`src/rtl/mem_bus_pkg.sv`:
```
// Shared ids, access-size encodings and the request payload bundle for the SRAM-like bus.
package mem_bus_pkg;

  localparam logic ID_INST = 1'b0;
  localparam logic ID_DATA = 1'b1;

  localparam logic [1:0] SIZE_B = 2'd0;
  localparam logic [1:0] SIZE_H = 2'd1;
  localparam logic [1:0] SIZE_W = 2'd2;

  localparam int OUTSTANDING_DEF = 2;

  typedef struct packed {
    logic        wr;
    logic [1:0]  size;
    logic [31:0] addr;
    logic [3:0]  wstrb;
    logic [31:0] wdata;
  } bus_req_t;

endpackage

```
`src/rtl/id_fifo.sv`:
```
// In-order record of which requester owns each outstanding transaction.
// Latency: head valid the cycle after push; push ignored when full, pop ignored when empty.
module id_fifo
  import mem_bus_pkg::*;
#(
  parameter int DEPTH = OUTSTANDING_DEF
) (
  input  logic                       clk,
  input  logic                       rst_n,
  input  logic                       push_i,
  input  logic                       push_dat_i,
  input  logic                       pop_i,
  output logic                       head_o,
  output logic [$clog2(DEPTH+1)-1:0] count_o,
  output logic                       full_o,
  output logic                       empty_o
);

  localparam int CW = $clog2(DEPTH + 1);
  localparam int PW = (DEPTH > 1) ? $clog2(DEPTH) : 1;

  logic [DEPTH-1:0] mem_q;
  logic [PW-1:0]    wr_ptr_q, rd_ptr_q;
  logic [CW-1:0]    count_q;
  logic             push_ok, pop_ok;

  function automatic logic [PW-1:0] ptr_inc(input logic [PW-1:0] p);
    return (p == PW'(DEPTH - 1)) ? '0 : p + 1'b1;
  endfunction

  assign full_o  = (count_q == CW'(DEPTH));
  assign empty_o = (count_q == '0);
  assign count_o = count_q;
  assign head_o  = mem_q[rd_ptr_q];
  assign push_ok = push_i & ~full_o;
  assign pop_ok  = pop_i & ~empty_o;

  always_ff @(posedge clk or negedge rst_n) begin
    if (!rst_n) begin
      mem_q    <= '0;
      wr_ptr_q <= '0;
      rd_ptr_q <= '0;
      count_q  <= '0;
    end else begin
      if (push_ok) begin
        mem_q[wr_ptr_q] <= push_dat_i;
        wr_ptr_q        <= ptr_inc(wr_ptr_q);
      end
      if (pop_ok) rd_ptr_q <= ptr_inc(rd_ptr_q);
      if (push_ok && !pop_ok)      count_q <= count_q + 1'b1;
      else if (pop_ok && !push_ok) count_q <= count_q - 1'b1;
    end
  end

endmodule

```
`src/rtl/sram_bus_arbiter.sv`:
```
// Shares one SRAM-like port between fetch and MEM requesters; data has fixed priority.
// Latency: zero-cycle request and response paths; when OUTSTANDING responses are owed, req is held low.
module sram_bus_arbiter
  import mem_bus_pkg::*;
#(
  parameter int OUTSTANDING = OUTSTANDING_DEF
) (
  input  logic        clk,
  input  logic        resetn,
  input  logic        inst_req,
  input  logic        inst_wr,
  input  logic [1:0]  inst_size,
  input  logic [31:0] inst_addr,
  input  logic [3:0]  inst_wstrb,
  input  logic [31:0] inst_wdata,
  output logic        inst_addr_ok,
  output logic        inst_data_ok,
  output logic [31:0] inst_rdata,
  input  logic        data_req,
  input  logic        data_wr,
  input  logic [1:0]  data_size,
  input  logic [31:0] data_addr,
  input  logic [3:0]  data_wstrb,
  input  logic [31:0] data_wdata,
  output logic        data_addr_ok,
  output logic        data_data_ok,
  output logic [31:0] data_rdata,
  output logic        req,
  output logic        wr,
  output logic [1:0]  size,
  output logic [31:0] addr,
  output logic [3:0]  wstrb,
  output logic [31:0] wdata,
  input  logic        addr_ok,
  input  logic        data_ok,
  input  logic [31:0] rdata,
  output logic        err_orphan
);

  localparam int CW = $clog2(OUTSTANDING + 1);

  bus_req_t      inst_p, data_p, gnt_p;
  logic          grant_id, granted_req, handshake;
  logic          lock_vld_q, lock_vld_d, lock_id_q, lock_id_d;
  logic          err_q, err_d;
  logic          fifo_head, fifo_full, fifo_empty, pop;
  logic [CW-1:0] fifo_count;

  assign inst_p = {inst_wr, inst_size, inst_addr, inst_wstrb, inst_wdata};
  assign data_p = {data_wr, data_size, data_addr, data_wstrb, data_wdata};

  // A stalled grant stays with its owner even if data shows up meanwhile.
  assign grant_id    = lock_vld_q ? lock_id_q : (data_req ? ID_DATA : ID_INST);
  assign granted_req = (grant_id == ID_DATA) ? data_req : inst_req;
  assign req         = granted_req & ~fifo_full & resetn;
  assign gnt_p       = !req ? '0 : ((grant_id == ID_DATA) ? data_p : inst_p);
  assign {wr, size, addr, wstrb, wdata} = gnt_p;

  assign handshake    = req & addr_ok;
  assign inst_addr_ok = handshake & (grant_id == ID_INST);
  assign data_addr_ok = handshake & (grant_id == ID_DATA);

  assign pop          = data_ok & ~fifo_empty;
  assign inst_data_ok = pop & (fifo_head == ID_INST);
  assign data_data_ok = pop & (fifo_head == ID_DATA);
  assign inst_rdata   = rdata;
  assign data_rdata   = rdata;
  assign err_orphan   = err_q;

  always_comb begin
    lock_vld_d = lock_vld_q;
    lock_id_d  = lock_id_q;
    if (handshake) begin
      lock_vld_d = 1'b0;
    end else if (req) begin
      lock_vld_d = 1'b1;
      lock_id_d  = grant_id;
    end
  end

  assign err_d = err_q | (data_ok & (fifo_count == '0));

  always_ff @(posedge clk or negedge resetn) begin
    if (!resetn) begin
      lock_vld_q <= 1'b0;
      lock_id_q  <= ID_INST;
      err_q      <= 1'b0;
    end else begin
      lock_vld_q <= lock_vld_d;
      lock_id_q  <= lock_id_d;
      err_q      <= err_d;
    end
  end

  id_fifo #(.DEPTH(OUTSTANDING)) u_id_fifo (
    .clk        (clk),
    .rst_n      (resetn),
    .push_i     (handshake),
    .push_dat_i (grant_id),
    .pop_i      (pop),
    .head_o     (fifo_head),
    .count_o    (fifo_count),
    .full_o     (fifo_full),
    .empty_o    (fifo_empty)
  );

endmodule

```
`config.mk`:
```
export PLATFORM = sky130hd
export DESIGN_NAME = sram_bus_arbiter
export DESIGN_NICKNAME = d
export VERILOG_FILES = /design/src/rtl/mem_bus_pkg.sv /design/src/rtl/id_fifo.sv /design/src/rtl/sram_bus_arbiter.sv
export SDC_FILE = /design/constraint.sdc
export NUM_CORES = 1
export LEC_CHECK = 0
export CAP_MARGIN = 15
export CORE_AREA = 2 2 123 125
export CTS_BUF_LIST = sky130_fd_sc_hd__clkbuf_8 sky130_fd_sc_hd__clkbuf_16
export CTS_CLUSTER_DIAMETER = 50
export CTS_CLUSTER_SIZE = 8
export DETAILED_ROUTE_END_ITERATION = 6
export DIE_AREA = 0 0 125 127
export GPL_TIMING_DRIVEN = 1
export SLEW_MARGIN = 20
export SYNTH_ARGS = -nofsm -noshare
export SYNTH_HDL_FRONTEND = slang
export SYNTH_SLANG_ARGS = --single-unit
```
`constraint.sdc`:
```
create_clock -name clk -period 2.49 [get_ports clk]
set_clock_uncertainty 0.2 [all_clocks]
set_input_delay 0.498 -clock clk [delete_from_list [all_inputs] [get_ports clk]]
set_output_delay 0.498 -clock clk [all_outputs]
set_load 0.1 [all_outputs]
```
---- Word-level counts from Yosys, hierarchy flattened ----
Cells that the tools add are included.
storage, ports and cells
  register bits after elaboration ......... 9
  bits of input ports ..................... 180
  output and inout port bits .............. 141
  logic and storage cells ................. 57
cells by class
  add/subtract/negate cells ............... 4
  $lt $le $gt $ge ......................... 3
  equal/unequal tests ..................... 1
  muxes and demuxes ....................... 16
  bitwise logic cells ..................... 17
  reductions and logical operators ........ 9
operators with widths
  operator                                                              number
  71-bit 2-to-1 mux                                                     2
  1-bit bitwise AND                                                     11
  1-bit 2-to-1 mux                                                      10
  1-bit NOT                                                             5
  1-bit by 2-bit < comparator with 1-bit output, second input constant  2
  2-bit 2-to-1 mux                                                      2
  2-bit nonzero test                                                    2
  1-bit logical AND                                                     3
  1-bit adder, second input constant                                    2
  2-bit by 1-bit adder with 2-bit output, second input constant         1
  2-bit bitwise mux                                                     1
  2-bit equality test, second input constant                            1
  1-bit logical NOT                                                     2
  2-bit logical NOT                                                     1
  2-bit AND reduction                                                   1
  2-bit by 1-bit subtractor with 2-bit output, second input constant    1
  1-bit demux with 1-bit select                                         1
  1-bit >= comparator, second input constant                            1
  1-bit bitwise OR                                                      1

---- Depth between registers and ports, before layout ----
Gate-level depths: netlist (run 1).
  word-level depth ........................ 11
  depth in mapped cells ................... 9

---- By module ----
A second synthesis (run 1) with hierarchy kept.
unflattened totals
  cells, all modules ...................... 345
  area total of the unflattened synthesis .. 1964.4 um2
by module, submodules not included
  module            times used  cells each  area an instance (um2)  sequential area each (um2)
  sram_bus_arbiter  1           322         1680.4                  75.1
  id_fifo           1           23          284.0                   150.1

---- Worst setup path after synthesis (run 1) ----
OpenSTA, ideal clock, no wires.
  path type ............................... input-to-output
  start ................................... input port inst_req
  end ..................................... output port data_addr_ok
  data arrival time ....................... 2.726 ns
  setup slack ............................. -0.934 ns
  stages on the path ...................... 5
  buffers on the path ..................... 0
  cell sequence ........................... a21boi_0 o2111ai_2 inv_2 nand2_2 nor2_1
between the ends
  longest elaborated chain between the ends .. 5
RTL lines
  what                            line                    text
  from (decl)                     sram_bus_arbiter.sv:10  input logic inst_req,
  1-bit 2-to-1 mux                sram_bus_arbiter.sv:54  assign granted_req = (grant_id == ID_DATA) ? data_req : inst_req;
  1-bit bitwise AND (2 in a row)  sram_bus_arbiter.sv:55  assign req = granted_req & ~fifo_full & resetn;
  named net req                   sram_bus_arbiter.sv:28  output logic req,
  1-bit bitwise AND               sram_bus_arbiter.sv:59  assign handshake = req & addr_ok;
  1-bit bitwise AND               sram_bus_arbiter.sv:61  assign data_addr_ok = handshake & (grant_id == ID_DATA);
  to (decl)                       sram_bus_arbiter.sv:25  output logic data_addr_ok,
The timed path passes the listed nets, and every way through them passes these cells.

---- Final worst setup path (run 1) ----
  start ................................... register lock_vld_q
  end ..................................... output port wdata[17]
between the ends
  longest elaborated chain between the ends .. 5
RTL lines
  what                            line                    text
  from (decl)                     sram_bus_arbiter.sv:44  logic lock_vld_q, lock_vld_d, lock_id_q, lock_id_d;
  from (signal assigned)          sram_bus_arbiter.sv:89  lock_vld_q <= lock_vld_d;
  1-bit 2-to-1 mux (*)            sram_bus_arbiter.sv:53  assign grant_id = lock_vld_q ? lock_id_q : (data_req ? ID_DATA : ID_INST);
  1-bit 2-to-1 mux                sram_bus_arbiter.sv:54
  1-bit bitwise AND (2 in a row)  sram_bus_arbiter.sv:55
  71-bit 2-to-1 mux (*)           sram_bus_arbiter.sv:56  assign gnt_p = !req ? '0 : ((grant_id == ID_DATA) ? data_p : inst_p);
  to (decl)                       sram_bus_arbiter.sv:33  output logic [31:0] wdata,
Every way passes the cells marked *; elsewhere a longest branch is shown, timed or not.

==> impl_metrics.tcl, run 1 <==
set metrics [dict create \
    outcome "finished, violations left" \
    violations "negative setup slack" \
    p_int_mw 2.988 \
    final-hold-violation-count 0 \
    path_clk_slew_ps 40 \
    timing.slew.headroom_pct 69.83 \
    ys.flop_type "dfrtp_1" \
    nets 704 \
    synth_seq_cells 9 \
    leakagePower_nw 2.304 \
    root_buffer "clkbuf_16" \
    critPathTopFamily "buffers and inverters" \
    fmax_mhz 387.7 \
    gp_congestion 0.7716 \
    antennaDiodeCount 0 \
    synth_top_area_share_pct 27.66 \
    grt_pass1_wl_mm 17.65 \
    pre_cts_ws_ps -387.7 \
    yosysTopAreaCell "nand2_1" \
    initial_core_util_pct 13.55 \
    grt_overflow_total 0 \
    n_fill_cell 1355 \
    synthToLayoutAreaGrowth_pct 220.7 \
    drcViolationCount 0 \
    cpMostUsedCell "buf_12" \
    final_cells 706 \
    pin_count 321 \
    synth_area_leaders "nand2_1, buf_4, a21oi_1" \
    yosys_warnings 0 \
    vias_per_cell 4.188 \
    postRouteAntennaNets 0 \
    clock_sinks 9 \
    power_frac_clock_pct 3.9 \
    layout-drive-gt1-share_pct 43.68 \
    dieArea_mm2 0.01588 \
    h-tree-depth 1 \
    die_h_um 127 \
    synth_seq_area_share_pct 11.52 \
    cp_max_fo 24 \
    drt_pass1_iterations 4 \
    clkLatencyLatePin_ps 230 \
    cts_buffers 3 \
    vdd_drop_max_mv 0.6099 \
    fin_util_pct 43.46 \
    syn_inst 344 \
    drt-initial-drc-count 98 \
    synth.net_count 525 \
    netlist_top_cells_count "nand2_1, a21oi_1, buf_4, buf_2, dfrtp_1" \
    critical_path.max_stage_delay_ps 430 \
    powerDensity_mw_per_mm2 1140 \
    grt_usage_pct 13.73 \
    routed_wl_mm 11.66 \
    avgSynthCellArea_um2 5.681 \
    period_needed_ps 2580 \
    crit_slowest_cell "dfrtp_2" \
    place_inst 683 \
    cp-start-kind "register" \
    end_kind "primary output" \
    synth-edff-count 0 \
    swShare_pct 58.19 \
    wl_per_cell_um 16.51 \
    routed-via-count 2957 \
    p_switching_mw 4.158 \
    coreArea_mm2 0.01442 \
    yosysMostFrequentCell "nand2_1" \
    min_path_type "in2async" \
    synthArstFlopShare_pct 100.0 \
    maxSlewViolCount 0 \
    final.period_utilization_pct 103.6 \
    hold_buffers 0 \
    clockBufferDepth 2 \
    ys_types 25 \
    cp_cell_sequence "buf_6 -> buf_4 -> mux2_4 -> buf_12 -> nand2_1 -> a21oi_4 -> buf_12" \
    critical_path_buf_inv_count 4 \
    rsz0062_at_grt "yes" \
    cts_tree "done" \
    die_x_um 125 \
    antenna_found_initial 0 \
    row_count 44 \
    crit_type "reg2out" \
    worst_slew_pin_slew_ps 447.9 \
    p_comb_share_pct 92.0 \
    arrival_ps 1880 \
    maxCapViolCount 0 \
    worst_slack_ps -89.56 \
    grt_pass1_vias 3244 \
    syn_area_mm2 0.001954 \
    seqPwrFrac_pct 4.2 \
    dp_hpwl_mm 8.925 \
    grt_max_degree 28 \
    required_ps 1790 \
    holdWs_ps 182.4 \
    place.port_buffers 224 \
    finalSetupViolCount 73 \
]
-- cell families after synthesis --
kind of cell / share of synthesized area (%)
DFF: 11.52
xor gates and xnor gates: 2.241
and+or+nand+nor: 30.35
buffers and inverters: 31.56
AOI/OAI and AO/OA: 22.09
muxes: 1.601
adders and majority gates: 0.6401
-- area by class of cell --
type                            instances  area (um2)  area share, %
Clock buffer                            3       75.07          1.198
Sequential cell                         9       227.7          3.633
Timing Repair Buffer                  262        3655          58.30
Clock inverter                          1       3.754        0.05988
Inverter                                2       17.52         0.2794
Multi-Input combinational cell        245        2059          32.85
Tap cell                              184       230.2          3.673
-- layout by cell type, fill, tap and decap left out, types with 4 or more instances in the layout --
cell type / instances
clkdlybuf4s50_1: 144
nand2_1: 122
buf_12: 95
a21oi_4: 67
nand2_2: 15
buf_4: 9
nand2_4: 7
dfrtp_1: 7
buf_16: 5
buf_6: 5
a21oi_2: 4
o21ai_0: 4
clkbuf_16: 4
-- worst reg2reg max path: stages (launching register included) --
cell and delay (ps):
dfrtp_2 440, or3b_4 420, o2111ai_4 130, buf_12 160, buf_12 100, inv_8 40, nand2_8 80, buf_6 120
inv_4 30, ha_4 150, xor2_1 130, nor2_1 140, xor2_1 160
-- repair_timing --
item,in CTS,in global routing
setup endpoints to repair,75,75
pin swaps,12,20
gates resized for setup,38,21
cloned,6,1
buffers inserted,11,2
-- state kept, by name (all words and copies together) (netlist names) --
register and flops:
u_id_fifo.mem_q 2, u_id_fifo.wr_ptr_q 1, lock_vld_q 1, err_orphan 1, u_id_fifo.count_o 2, u_id_fifo.rd_ptr_q 1, lock_id_q 1
-- power groups by stage --
stage | Sequential [mW] | Combinational [mW] | Clock, mW
after CTS | 0.301 | 6.56 | 0.277
after global routing | 0.306 | 6.83 | 0.289
final | 0.297 | 6.57 | 0.277
after floorplan | 0.269 | 4.28 | 0
after detailed placement | 0.287 | 5.97 | 0
after global placement | 0.283 | 5.92 | 0
-- path summary, 6_finish.rpt --
path	startpoint	to	slack (ps)	cells past startpoint
worst max register to register	lock_id_q	u_id_fifo.count_o[1]	130	12
min in group clk	err_orphan	err_orphan	260	1
worst min register to register	err_orphan	err_orphan	260	1
worst max-delay path	lock_vld_q	wdata[17]	-90	7
worst min-delay path	resetn	u_id_fifo.mem_q[0]	180	2
max in group asynchronous	resetn	lock_id_q	1760	2
-- routing by layer --
metal / track usage (%) / up-vias / share of wire (%)
met5: 0 / - / 0
met4: 1.569 / 0 / 0.69
met3: 4.648 / 17 / 10
met2: 26.73 / 193 / 53
met1: 14.76 / 1350 / 36
li1: - / 1397 / -
-- metrics by stage --
stage	setup TNS (ps)	instance area [um2]	power [mW]
finish	-3587	6269	7.146
global route	-8090	6269	7.422
CTS	-5171	6185	7.138
detailed placement	-24640	5722	6.256
global placement	-26320	5722	6.200
floorplan	-2102	2779	4.548
(Power assumes the default switching activity.)
==> run 2, diff against run 1 <==
- CTS_CLUSTER_SIZE: 8 -> default
==> results of run 2 <==
Same layout as run 1: the final DEF is identical, and so are final timing and power.
